`src/rtl/obstacle_spawner.sv`:
```
// rtl/obstacle_spawner.sv - two-slot obstacle scroller with LFSR respawn, flicker and score
module obstacle_spawner #(
    parameter logic [15:0] SEED        = 16'hACE1,
    parameter int          SPEED       = 4,
    parameter int          SPAWN_X     = 740,
    parameter int          GAP         = 320,
    parameter int          FLICK_TICKS = 8,
    parameter int          SCORE_MAX   = 999
) (
    input  logic       clk,
    input  logic       reset,
    input  logic       frame_tick,
    input  logic       start,
    input  logic       game_over,
    output logic [1:0] obs1_type,
    output logic [1:0] obs2_type,
    output logic [1:0] obs1_pos,
    output logic [1:0] obs2_pos,
    output logic [9:0] obs1_x,
    output logic [9:0] obs2_x,
    output logic       flick1,
    output logic       flick2,
    output logic       running,
    output logic [9:0] score
);
    localparam logic [1:0] S_IDLE   = 2'd0;
    localparam logic [1:0] S_RUN    = 2'd1;
    localparam logic [1:0] S_FROZEN = 2'd2;

    localparam int         CW       = $clog2(FLICK_TICKS + 1);
    localparam logic [CW-1:0] CNT_LAST = CW'(FLICK_TICKS - 1);
    localparam logic [9:0] X_SPAWN  = 10'(SPAWN_X);
    localparam logic [9:0] X_SPEED  = 10'(SPEED);
    localparam logic [9:0] X_ACT2   = 10'(SPAWN_X - GAP);

    logic [1:0]    state;
    logic [15:0]   lfsr;
    logic [15:0]   lfsr_next;
    logic [CW-1:0] cnt1;
    logic [CW-1:0] cnt2;
    logic          slot2_active;

    logic          respawn1;
    logic          respawn2;
    logic          activate2;
    logic [10:0]   score_sum;
    logic [9:0]    score_next;
    logic [1:0]    spawn1_type;
    logic [1:0]    spawn1_pos;
    logic [1:0]    spawn2_type;
    logic [1:0]    spawn2_pos;

    function automatic logic [1:0] pos_map(input logic [1:0] raw);
        pos_map = (raw == 2'd3) ? 2'd1 : raw;
    endfunction

    // Galois form, feedback bit folded into taps 16,14,13,11
    always_comb begin
        lfsr_next = {lfsr[0], lfsr[15], lfsr[14] ^ lfsr[0], lfsr[13] ^ lfsr[0],
                     lfsr[12], lfsr[11] ^ lfsr[0], lfsr[10:1]};
    end

    always_comb begin
        spawn1_type = lfsr[3:2];
        spawn1_pos  = pos_map(lfsr[1:0]);
        spawn2_type = lfsr[7:6];
        spawn2_pos  = pos_map(lfsr[5:4]);
        respawn1    = (obs1_x <= X_SPEED);
        respawn2    = slot2_active && (obs2_x <= X_SPEED);
        activate2   = !slot2_active && (obs1_x <= X_ACT2);
        score_sum   = {1'b0, score} + 11'(respawn1) + 11'(respawn2);
        score_next  = (score_sum >= 11'(SCORE_MAX)) ? 10'(SCORE_MAX) : score_sum[9:0];
    end

    assign running = (state == S_RUN);

    always_ff @(posedge clk) begin
        if (reset) begin
            state        <= S_IDLE;
            lfsr         <= SEED;
            obs1_x       <= X_SPAWN;
            obs2_x       <= X_SPAWN;
            obs1_type    <= 2'd0;
            obs2_type    <= 2'd0;
            obs1_pos     <= 2'd0;
            obs2_pos     <= 2'd0;
            flick1       <= 1'b0;
            flick2       <= 1'b0;
            cnt1         <= '0;
            cnt2         <= '0;
            slot2_active <= 1'b0;
            score        <= 10'd0;
        end else begin
            lfsr <= lfsr_next;
            case (state)
                S_IDLE: begin
                    if (start) begin
                        state     <= S_RUN;
                        obs1_x    <= X_SPAWN;
                        obs1_type <= spawn1_type;
                        obs1_pos  <= spawn1_pos;
                        cnt1      <= '0;
                        cnt2      <= '0;
                        flick1    <= 1'b0;
                        flick2    <= 1'b0;
                    end
                end
                S_RUN: begin
                    if (game_over) begin
                        state <= S_FROZEN;
                    end else if (frame_tick) begin
                        if (respawn1) begin
                            obs1_x    <= X_SPAWN;
                            obs1_type <= spawn1_type;
                            obs1_pos  <= spawn1_pos;
                            cnt1      <= '0;
                            flick1    <= 1'b0;
                        end else begin
                            obs1_x <= obs1_x - X_SPEED;
                            if (cnt1 == CNT_LAST) begin
                                cnt1   <= '0;
                                flick1 <= ~flick1;
                            end else begin
                                cnt1 <= cnt1 + 1'b1;
                            end
                        end
                        // slot 2 spawns in place on activation and starts moving next tick
                        if (activate2 || respawn2) begin
                            slot2_active <= 1'b1;
                            obs2_x       <= X_SPAWN;
                            obs2_type    <= spawn2_type;
                            obs2_pos     <= spawn2_pos;
                            cnt2         <= '0;
                            flick2       <= 1'b0;
                        end else if (slot2_active) begin
                            obs2_x <= obs2_x - X_SPEED;
                            if (cnt2 == CNT_LAST) begin
                                cnt2   <= '0;
                                flick2 <= ~flick2;
                            end else begin
                                cnt2 <= cnt2 + 1'b1;
                            end
                        end
                        score <= score_next;
                    end
                end
                S_FROZEN: begin
                    state <= S_FROZEN;
                end
                default: begin
                    state <= S_IDLE;
                end
            endcase
        end
    end
endmodule
```
`config.mk`:
```
export PLATFORM = sky130hd
export DESIGN_NAME = obstacle_spawner
export DESIGN_NICKNAME = d
export VERILOG_FILES = /design/src/rtl/obstacle_spawner.sv
export SDC_FILE = /design/constraint.sdc
export NUM_CORES = 1
export LEC_CHECK = 0
export ABC_AREA = 1
export BUFFER_PORTS_ARGS = -buffer_cell sky130_fd_sc_hd__buf_2
export CORE_ASPECT_RATIO = 1.25
export CORE_UTILIZATION = 32
export CTS_CLUSTER_DIAMETER = 30
export DETAILED_ROUTE_END_ITERATION = 16
export GPL_TIMING_DRIVEN = 0
export SETUP_SLACK_MARGIN = 0.4
export SLEW_MARGIN = 20
export SYNTH_ARGS = -nofsm -noshare
export SYNTH_HDL_FRONTEND = slang
export SYNTH_SLANG_ARGS = --single-unit
```
`constraint.sdc`:
```
create_clock -name clk -period 2.8 [get_ports clk]
set_input_delay 0.14 -clock clk [delete_from_list [all_inputs] [get_ports clk]]
set_output_delay 0.14 -clock clk [all_outputs]
set_load 0.02 [all_outputs]
```
Yosys cells after proc, flatten, opt, wreduce, memory -nomap -nowiden
Cells that the tools add are included.
{ "op_classes": {"mux": 47, "magnitude_cmp": 4, "bitwise_logic": 6, "eq_ne": 14, "addsub": 6, "n_reduce_logical": 16} }
{ "op_table": {"columns": ["op", "n"], "rows": [
  ["two-way mux 10 bit", 7],
  ["two-way mux 4 bit", 10],
  ["two-way mux 2 bit", 12],
  ["less-or-equal comparator 10 x 3 -> 1 bit, second input constant", 2],
  ["case mux 10 bit (2 select lines)", 1],
  ["subtractor 10 x 3 -> 10 bit, second input constant", 2],
  ["case mux 4 bit (2 select lines)", 2],
  ["AND reduction 5 bit", 3],
  ["AND reduction 4 bit", 3],
  ["adder 10 x 1 -> 11 bit", 1],
  ["adder 11 x 1 -> 11 bit", 1],
  [">= comparator 11 x 10 -> 1 bit, second input constant", 1],
  ["less-or-equal comparator 10 x 9 -> 1 bit, second input constant", 1],
  ["two-way mux 1 bit", 10],
  ["!= test 3 x 1 -> 1 bit, second input constant", 3],
  ["adder 4 x 1 -> 4 bit, second input constant", 2],
  ["equality test 4 x 3 -> 1 bit, second input constant", 2],
  ["!= test 2 bit, second input constant", 4],
  ["case mux 2 bit (2 select lines)", 2],
  ["equality test 2 bit, second input constant", 3],
  ["case mux 2 bit (3 select lines)", 1],
  ["AND reduction 6 bit", 1],
  ["case mux 1 bit (2 select lines)", 2],
  ["nonzero test 2 bit", 2],
  ["other kinds (10)", 15]
]} }
{ "word_totals": {"reg_bits": 67, "output_inout_bits": 41, "input_bits": 5} }

Longest topological paths before layout
Gate-level depths: netlist of the first run.
{ "logic_depth": {"word_depth": 7, "mapped_depth": 19} }

Worst setup path after synthesis of the first run
Ideal clock, no wire load.
{ "synth_path": {"kind": "reg-to-reg", "startpoint": "register obs1_x[2]", "endpoint": "register score[0]", "arrival_ns": 2.483, "setup_ns": 0.070, "synth_period_minus_slack_ns": 2.553, "stages_incl_launch_ff": 19, "setup_slack_ns": 0.247, "cell_sequence": "dfxtp_1 -> inv_1 -> ha_1 -> nor2_1 -> nor3_1 -> nand2_1 -> fa_1 -> inv_1 -> ha_1 -> nand2_1 -> nor2_2 -> nand2_1 -> nand2_1 -> nand2_1 -> nor2_1 -> nand3b_1 -> nand2_1 -> nand2_2 -> a21oi_1"} }
{ "synth_between": {"elab_chain_len": 5} }
{ "synth_lines": {"columns": ["item", "line_no", "source"], "rows": [
  ["start, declared", "19", "output logic [9:0] obs1_x,"],
  ["start signal, assigned", "119", "obs1_x <= obs1_x - X_SPEED;"],
  ["less-or-equal comparator 10 x 3 -> 1 bit *", "68", "respawn1 = (obs1_x <= X_SPEED);"],
  ["adder 10 x 1 -> 11 bit *", "71", "score_sum = {1'b0, score} + 11'(respawn1) + 11'(respawn2);"],
  ["adder 11 x 1 -> 11 bit *", "71", null],
  [">= comparator 11 x 10 -> 1 bit", "72", "score_next = (score_sum >= 11'(SCORE_MAX)) ? 10'(SCORE_MAX) : score_sum[9:0];"],
  ["two-way mux 10 bit *", "72", null],
  ["end signal, assigned", "144", "score <= score_next;"],
  ["end, declared", "24", "output logic [9:0] score"]
]} }
Mark *: on every way between the ends. The rest lies on a longest branch, timed or not.
A chain may end at the register's enable or synchronous reset.

Worst setup path in the final report of the first run
{ "layout_path": {"startpoint": "register obs2_x[4]", "endpoint": "register score[3]"} }
{ "layout_between": {"elab_chain_len": 5} }
{ "layout_lines": {"columns": ["item", "line_no", "source"], "rows": [
  ["start, declared", "20", "output logic [9:0] obs2_x,"],
  ["start signal, assigned", "136", "obs2_x <= obs2_x - X_SPEED;"],
  ["less-or-equal comparator 10 x 3 -> 1 bit *", "69", "respawn2 = slot2_active && (obs2_x <= X_SPEED);"],
  ["logical AND 1 bit *", "69", null],
  ["adder 11 x 1 -> 11 bit *", "71", null],
  [">= comparator 11 x 10 -> 1 bit", "72", null],
  ["two-way mux 10 bit *", "72", null]
]} }
Marked as above.

==> impl_metrics.yaml, run 1 <==
power:
  ir_drop_uv: 280
  combinationalPowerShare_pct: 28.6
  power_density_nw_per_um2: 715
  p_int_w: 0.00176
  power_switching_share_pct: 35.2
  p_switching_w: 0.000957
  p_leak_nw: 1.72
  power_frac_seq_pct: 38.5
  p_clk_share_pct: 32.8
yosys:
  synthCells: 403
  synth.distinct_cells: 34
  syn_area_per_cell_um2: 7.30
  synth_top_area_share_pct: 42.9
  synthMuxAreaShare_pct: 0
  synth-compound-area-share_pct: 12.2
  synth_fa_ha_area_share_pct: 4.51
  netlist_area_um2: 2940
  yosysWarnings: 0
  synth_top_family_by_area: "simple AND/OR/NAND/NOR gates"
  synth_area_leaders: "dfxtp_1 (43%), nand2_1 (10%), inv_1 (6.9%)"
  synth_xor_area_share_pct: 2.38
  synth-seq-cells: 63
  synthSimpleGateAreaFrac_pct: 28.3
  yosysTopAreaCell: "dfxtp_1"
  synth.yosys.seq_area_share_pct: 42.9
sta:
  setup_violations: 0
  fin_skew_ns: 0.00786
  fin_crit_ns: 2.52
  drv_slew: 0
  post-route-period-util_pct: 89.9
  maxSlewHeadroom_pct: 60.3
  worstMarginPinSlew_ns: 0.595
  fmax_ghz: 0.397
  rsz0062_at_grt: "yes"
  finalHoldViolations: 0
  setup-tns-final_ns: 0
die:
  die_h_um: 109
  start_util_pct: 33.4
  die_area_um2: 9580
  die_w_um: 87.7
  rows: 38
  pin_count: 46
  core_um2: 8800
placed_design:
  port_buffers: 41
  gp_congestion: 0.828
  hpwlAfterDp_um: 4900
finish:
  nNetsFinal: 486
  mostFrequentLayoutCell: "nand2_1"
  fin_util_pct: 43.2
  mostFrequentLayoutCells: "nand2_1 (78), dfxtp_1 (61), inv_1 (48)"
  drive_above_1_share_pct: 26.7
  areaGrowthSynthToFinish_pct: 29.2
  fillers: 873
  diodes: 0
routing:
  drtIter0Drc: 132
  wl_per_cell_um: 11.7
  dr.pass1.iters: 4
  dr_wl_met2_um: 3390
  dr.max_layer_used: "met4"
  drt-met1-wl_um: 3090
  viasPerCell: 4.58
  met3_length_um: 276
  drc: 0
  dr_total_vias: 2730
  drt-total-wl_um: 6980
  drtAntennaViolNets: 0
global_route:
  grt_pass1_wl_um: 11000
  grt_pass1_vias: 2494
  antenna_found_initial: 0
  grt_max_degree: 13
  grt.overflow.total: 0
  grt_usage_pct: 15.2
setup_path:
  critPathMaxFanout: 5
  end_kind: "register"
  reg2reg_to: "score[3]"
  rrSetupSlack_ns: 0.28
  worstSetupPathType: "reg2reg"
  rr_worst_depth: 14
  arrival_ns: 2.74
  worstPathRequired_ns: 3.02
  start_kind: "register"
  rr_startpoint: "obs2_x[4]"
min_path:
  hp-class: "in2reg"
  hold-path-cell-count: 2
  hold_end: "lfsr[4]"
  hold_start: "reset"
status:
  status: "finished clean"
cts:
  clockBufferDepth: 2
  clock-root-buffer: "clkbuf_8"
  clock_sinks: 63
  cts_tree: "built"
  clk_latency_ns: 0.36
  clkTransAtPathRegs_ns: 0.07
  htree_levels: 3
  holdBufCountCts: 0
  numCtsBuffers: 9
flow_run:
  drv_cap: 0
-- sequential cells by signal, indices dropped and copies added, names as in the netlist, 4 cells and up --
register and count:
obs2_x 8, score 10, cnt1 4, cnt2 4
obs1_x 8, lfsr 16
-- worst max-delay path by stage --
stage               startpoint       end  slack, ns  cells after the start
floorplan            obs2_x[2]  score[0]       0.41                     16
global placement     obs2_x[2]  score[6]       0.16                     16
detailed placement   obs2_x[2]  score[1]       0.15                     16
CTS                  obs1_x[3]  score[8]       0.30                     18
global route         obs1_x[7]  score[3]       0.11                     16
finish               obs2_x[4]  score[3]       0.28                     14
-- worst max-delay path, stage by stage, from the launching register on --
cell       delay [ns]
dfxtp_1          0.35
nor2_1           0.27
o2111ai_4        0.21
fa_2             0.39
inv_2            0.08
ha_4             0.15
nand2_4          0.07
nor2_4           0.14
nand2_1          0.06
nand2_1          0.08
nand2_2          0.07
nor2_1           0.19
nand3_1          0.17
nand3_2          0.11
a21oi_2          0.05
-- final cells by class --
type / count / area [um^2] / area share, %
clock buffer: 10 / 128 / 3.36
timing repair buffer: 54 / 303 / 7.97
inverter: 59 / 226 / 5.96
clock inverter: 6 / 93.8 / 2.47
buffer: 9 / 56.3 / 1.48
sequential: 63 / 1270 / 33.3
multi-input combinational: 275 / 1580 / 41.5
tap: 120 / 150 / 3.95
-- cell usage after synthesis --
cell / instances
nor2_1: 44
o22ai_1: 1
buf_4: 4
fa_1: 1
inv_4: 1
nor2_2: 3
nand2_4: 2
nand4_1: 7
nor3_1: 6
conb_1: 1
nand3_1: 25
o21ai_0: 31
o2111ai_1: 1
nand2_1: 82
xnor2_1: 4
o211ai_1: 1
or2_0: 3
xor2_1: 4
nor3b_1: 1
a221oi_1: 2
nand2_2: 3
clkbuf_1: 4
buf_6: 1
a21oi_1: 31
dfxtp_1: 63
inv_1: 54
a21oi_2: 1
clkinv_1: 2
or2_2: 5
nand3_4: 1
nand3b_1: 2
inv_2: 2
nor2_4: 1
ha_1: 9
-- power groups by stage --
stage	logic, W	registers (W)	clock network [W]
final	0.000778	0.00105	0.000891
after global routing	0.000860	0.00106	0.000954
after CTS	0.000755	0.00105	0.000913
after detailed placement	0.000725	0.00106	0
after global placement	0.000708	0.00106	0
after floorplan	0.000502	0.00110	0
-- kinds of logic after synthesis --
group	count (synthesis)
buffers and inverters	68
XOR/XNOR	8
AO/OA/AOI/OAI	68
AND/OR/NAND/NOR	185
adder cells (fa/ha/maj)	10
flip-flops	63
other	1
-- routing by layer --
| layer | global-route usage [%] | vias up |
|---|---|---|
| li1 | - | 1417 |
| met4 | 9.72 | 0 |
| met2 | 25.3 | 55 |
| met3 | 3.56 | 16 |
| met1 | 17.4 | 1242 |
| met5 | 0 | - |
-- stage by stage --
step,hold WS (ns),setup slack (ns),total power [W],cells,area [um^2]
2_1_floorplan,0.223,0.409,0.00160,406,2980
3_3_place_gp,0.390,0.163,0.00177,567,3330
4_1_cts,0.0130,0.303,0.00271,589,3690
5_1_grt,0.0282,0.115,0.00287,596,3800
6_report,0.0219,0.282,0.00272,596,3800
3_5_place_dp,0.398,0.153,0.00179,567,3330
-- repair_timing --
| action | in CTS | in global routing |
|---|---|---|
| setup endpoints to repair | 10 | 10 |
| gates cloned | 0 | 0 |
| gates resized for setup | 20 | 16 |
| pin swaps | 9 | 18 |
| buffers inserted | 6 | 7 |
Power figures use the tool's default switching activity.
==> run 2: changes to the inputs <==
REMOVE_ABC_BUFFERS = 1   (was not set)
==> impl_metrics.yaml, run 2 (synthesis results as in run 1) <==
routing:
  wl_per_cell_um: 11.4
  drt-met1-wl_um: 3020
  dr_wl_met2_um: 3270
  drc: 0
  viasPerCell: 4.63
  dr_total_vias: 2710
  drt-total-wl_um: 6670
  met3_length_um: 269
  drtIter0Drc: 63
  drtAntennaViolNets: 0
  dr.pass1.iters: 4
  dr.max_layer_used: "met4"
cts:
  holdBufCountCts: 0
  clk_latency_ns: 0.34
  clkTransAtPathRegs_ns: 0.07
  clockBufferDepth: 2
  clock-root-buffer: "clkbuf_8"
  numCtsBuffers: 9
  cts_tree: "built"
  clock_sinks: 63
  htree_levels: 3
finish:
  areaGrowthSynthToFinish_pct: 26.3
  drive_above_1_share_pct: 25.8
  top_register: "lfsr"
  mostFrequentLayoutCells: "nand2_1 (76), dfxtp_1 (58), inv_1 (48)"
  nNetsFinal: 475
  diodes: 0
  mostFrequentLayoutCell: "nand2_1"
  final_area_um2: 3710
  reg_top3: "lfsr x16, score x10"
  largest_register_ffs: 16
sta:
  fmax_ghz: 0.418
  fin_crit_ns: 2.39
  post-route-period-util_pct: 85.4
  worstMarginPinSlew_ns: 0.746
  maxSlewHeadroom_pct: 50.0
  setup_violations: 0
  finalHoldViolations: 0
  holdWs_ns: 0.188
  setup_ws_ns: 0.410
  drv_slew: 0
  fin_skew_ns: 0.00868
  rsz0062_at_grt: "yes"
setup_path:
  critPathMaxFanout: 6
  worstPathRequired_ns: 3.07
  end_kind: "register"
  arrival_ns: 2.66
  worstSetupPathType: "reg2reg"
  start_kind: "register"
global_route:
  grt.overflow.total: 0
  grt_pass1_vias: 2551
  grt_usage_pct: 15.2
  grt_pass1_wl_um: 11400
  antenna_found_initial: 0
  grt_max_degree: 29
power:
  combinationalPowerShare_pct: 28.3
  p_int_w: 0.00173
  power_frac_seq_pct: 39.3
  ir_drop_uv: 405
  p_switching_w: 0.000936
  p_clk_share_pct: 32.4
  power_density_nw_per_um2: 717
  p_leak_nw: 1.68
  power_switching_share_pct: 35.2
die:
  start_util_pct: 33.4
  pin_count: 46
  die_area_um2: 9580
  core_um2: 8800
  rows: 38
  die_w_um: 87.7
  die_h_um: 109
placed_design:
  port_buffers: 41
  pre_cts_slack_ns: -0.0612
  gp_congestion: 0.840
  place_area_um2: 3250
  hpwlAfterDp_um: 4670
flow_run:
  drv_cap: 0
min_path:
  hp-class: "in2reg"
status:
  status: "finished clean"
## run 2: through the flow
step,instances,TNS (ns),util (%),power (W)
after floorplan,397,0,-,0.00156
after detailed placement,558,-0.318,37.0,0.00174
after global placement,558,-0.0655,37.0,0.00172
after CTS,583,0,41.8,0.00267
final,585,0,42.2,0.00266
after global routing,585,0,42.2,0.00282
## run 2: worst max-delay path, cell delays in order, from the launching register on
cell	delay [ns]
dfxtp_4	0.37
inv_4	0.06
ha_4	0.14
nor2_2	0.05
nor3_2	0.12
nand2_2	0.09
fa_2	0.37
inv_2	0.07
ha_4	0.14
nand2_4	0.07
nor2_4	0.12
nand2_1	0.06
nand2_1	0.07
nand2_2	0.07
nor2_2	0.10
nand3b_1	0.11
nand2_2	0.09
nand2_4	0.09
a21oi_2	0.13
## run 2: final cells by class
cell class                      instances  area (um^2)
Fill cell                             933         5080
Multi-Input combinational cell        275         1570
Sequential cell                        63         1270
Timing Repair Buffer                   52          288
Inverter                               59          229
Tap cell                              120          150
Clock buffer                           10          128
Clock inverter                          6         85.1
## run 2: routing by layer
| layer | global-route usage, % | vias to the layer above |
|---|---|---|
| li1 | - | 1395 |
| met1 | 17.1 | 1243 |
| met2 | 26.8 | 59 |
| met3 | 4.54 | 13 |
| met4 | 5.74 | 0 |
| met5 | 0 | - |
## run 2: power by group through the flow
stage          registers, W  logic [W]  clock network (W)
2_1_floorplan       0.00110   0.000459                  0
3_3_place_gp        0.00106   0.000666                  0
3_5_place_dp        0.00106   0.000682                  0
4_1_cts             0.00105   0.000736           0.000888
5_1_grt             0.00106   0.000840           0.000923
6_report            0.00105   0.000754           0.000862
## run 2: final timing paths
check        startpoint        to  slack, ns  cells after the start
min          frame_tick  score[5]       0.19                      3
min reg2reg     lfsr[9]   lfsr[8]       0.40                      2
max           obs1_x[2]  score[7]       0.41                     18
max reg2reg   obs1_x[2]  score[7]       0.41                     18
## run 2: timing repair
action | 4_1_cts | 5_1_grt
gates resized for setup | 38 | 10
setup endpoints to repair | 13 | 10
pin swaps | 7 | 3
buffers inserted | 9 | 2
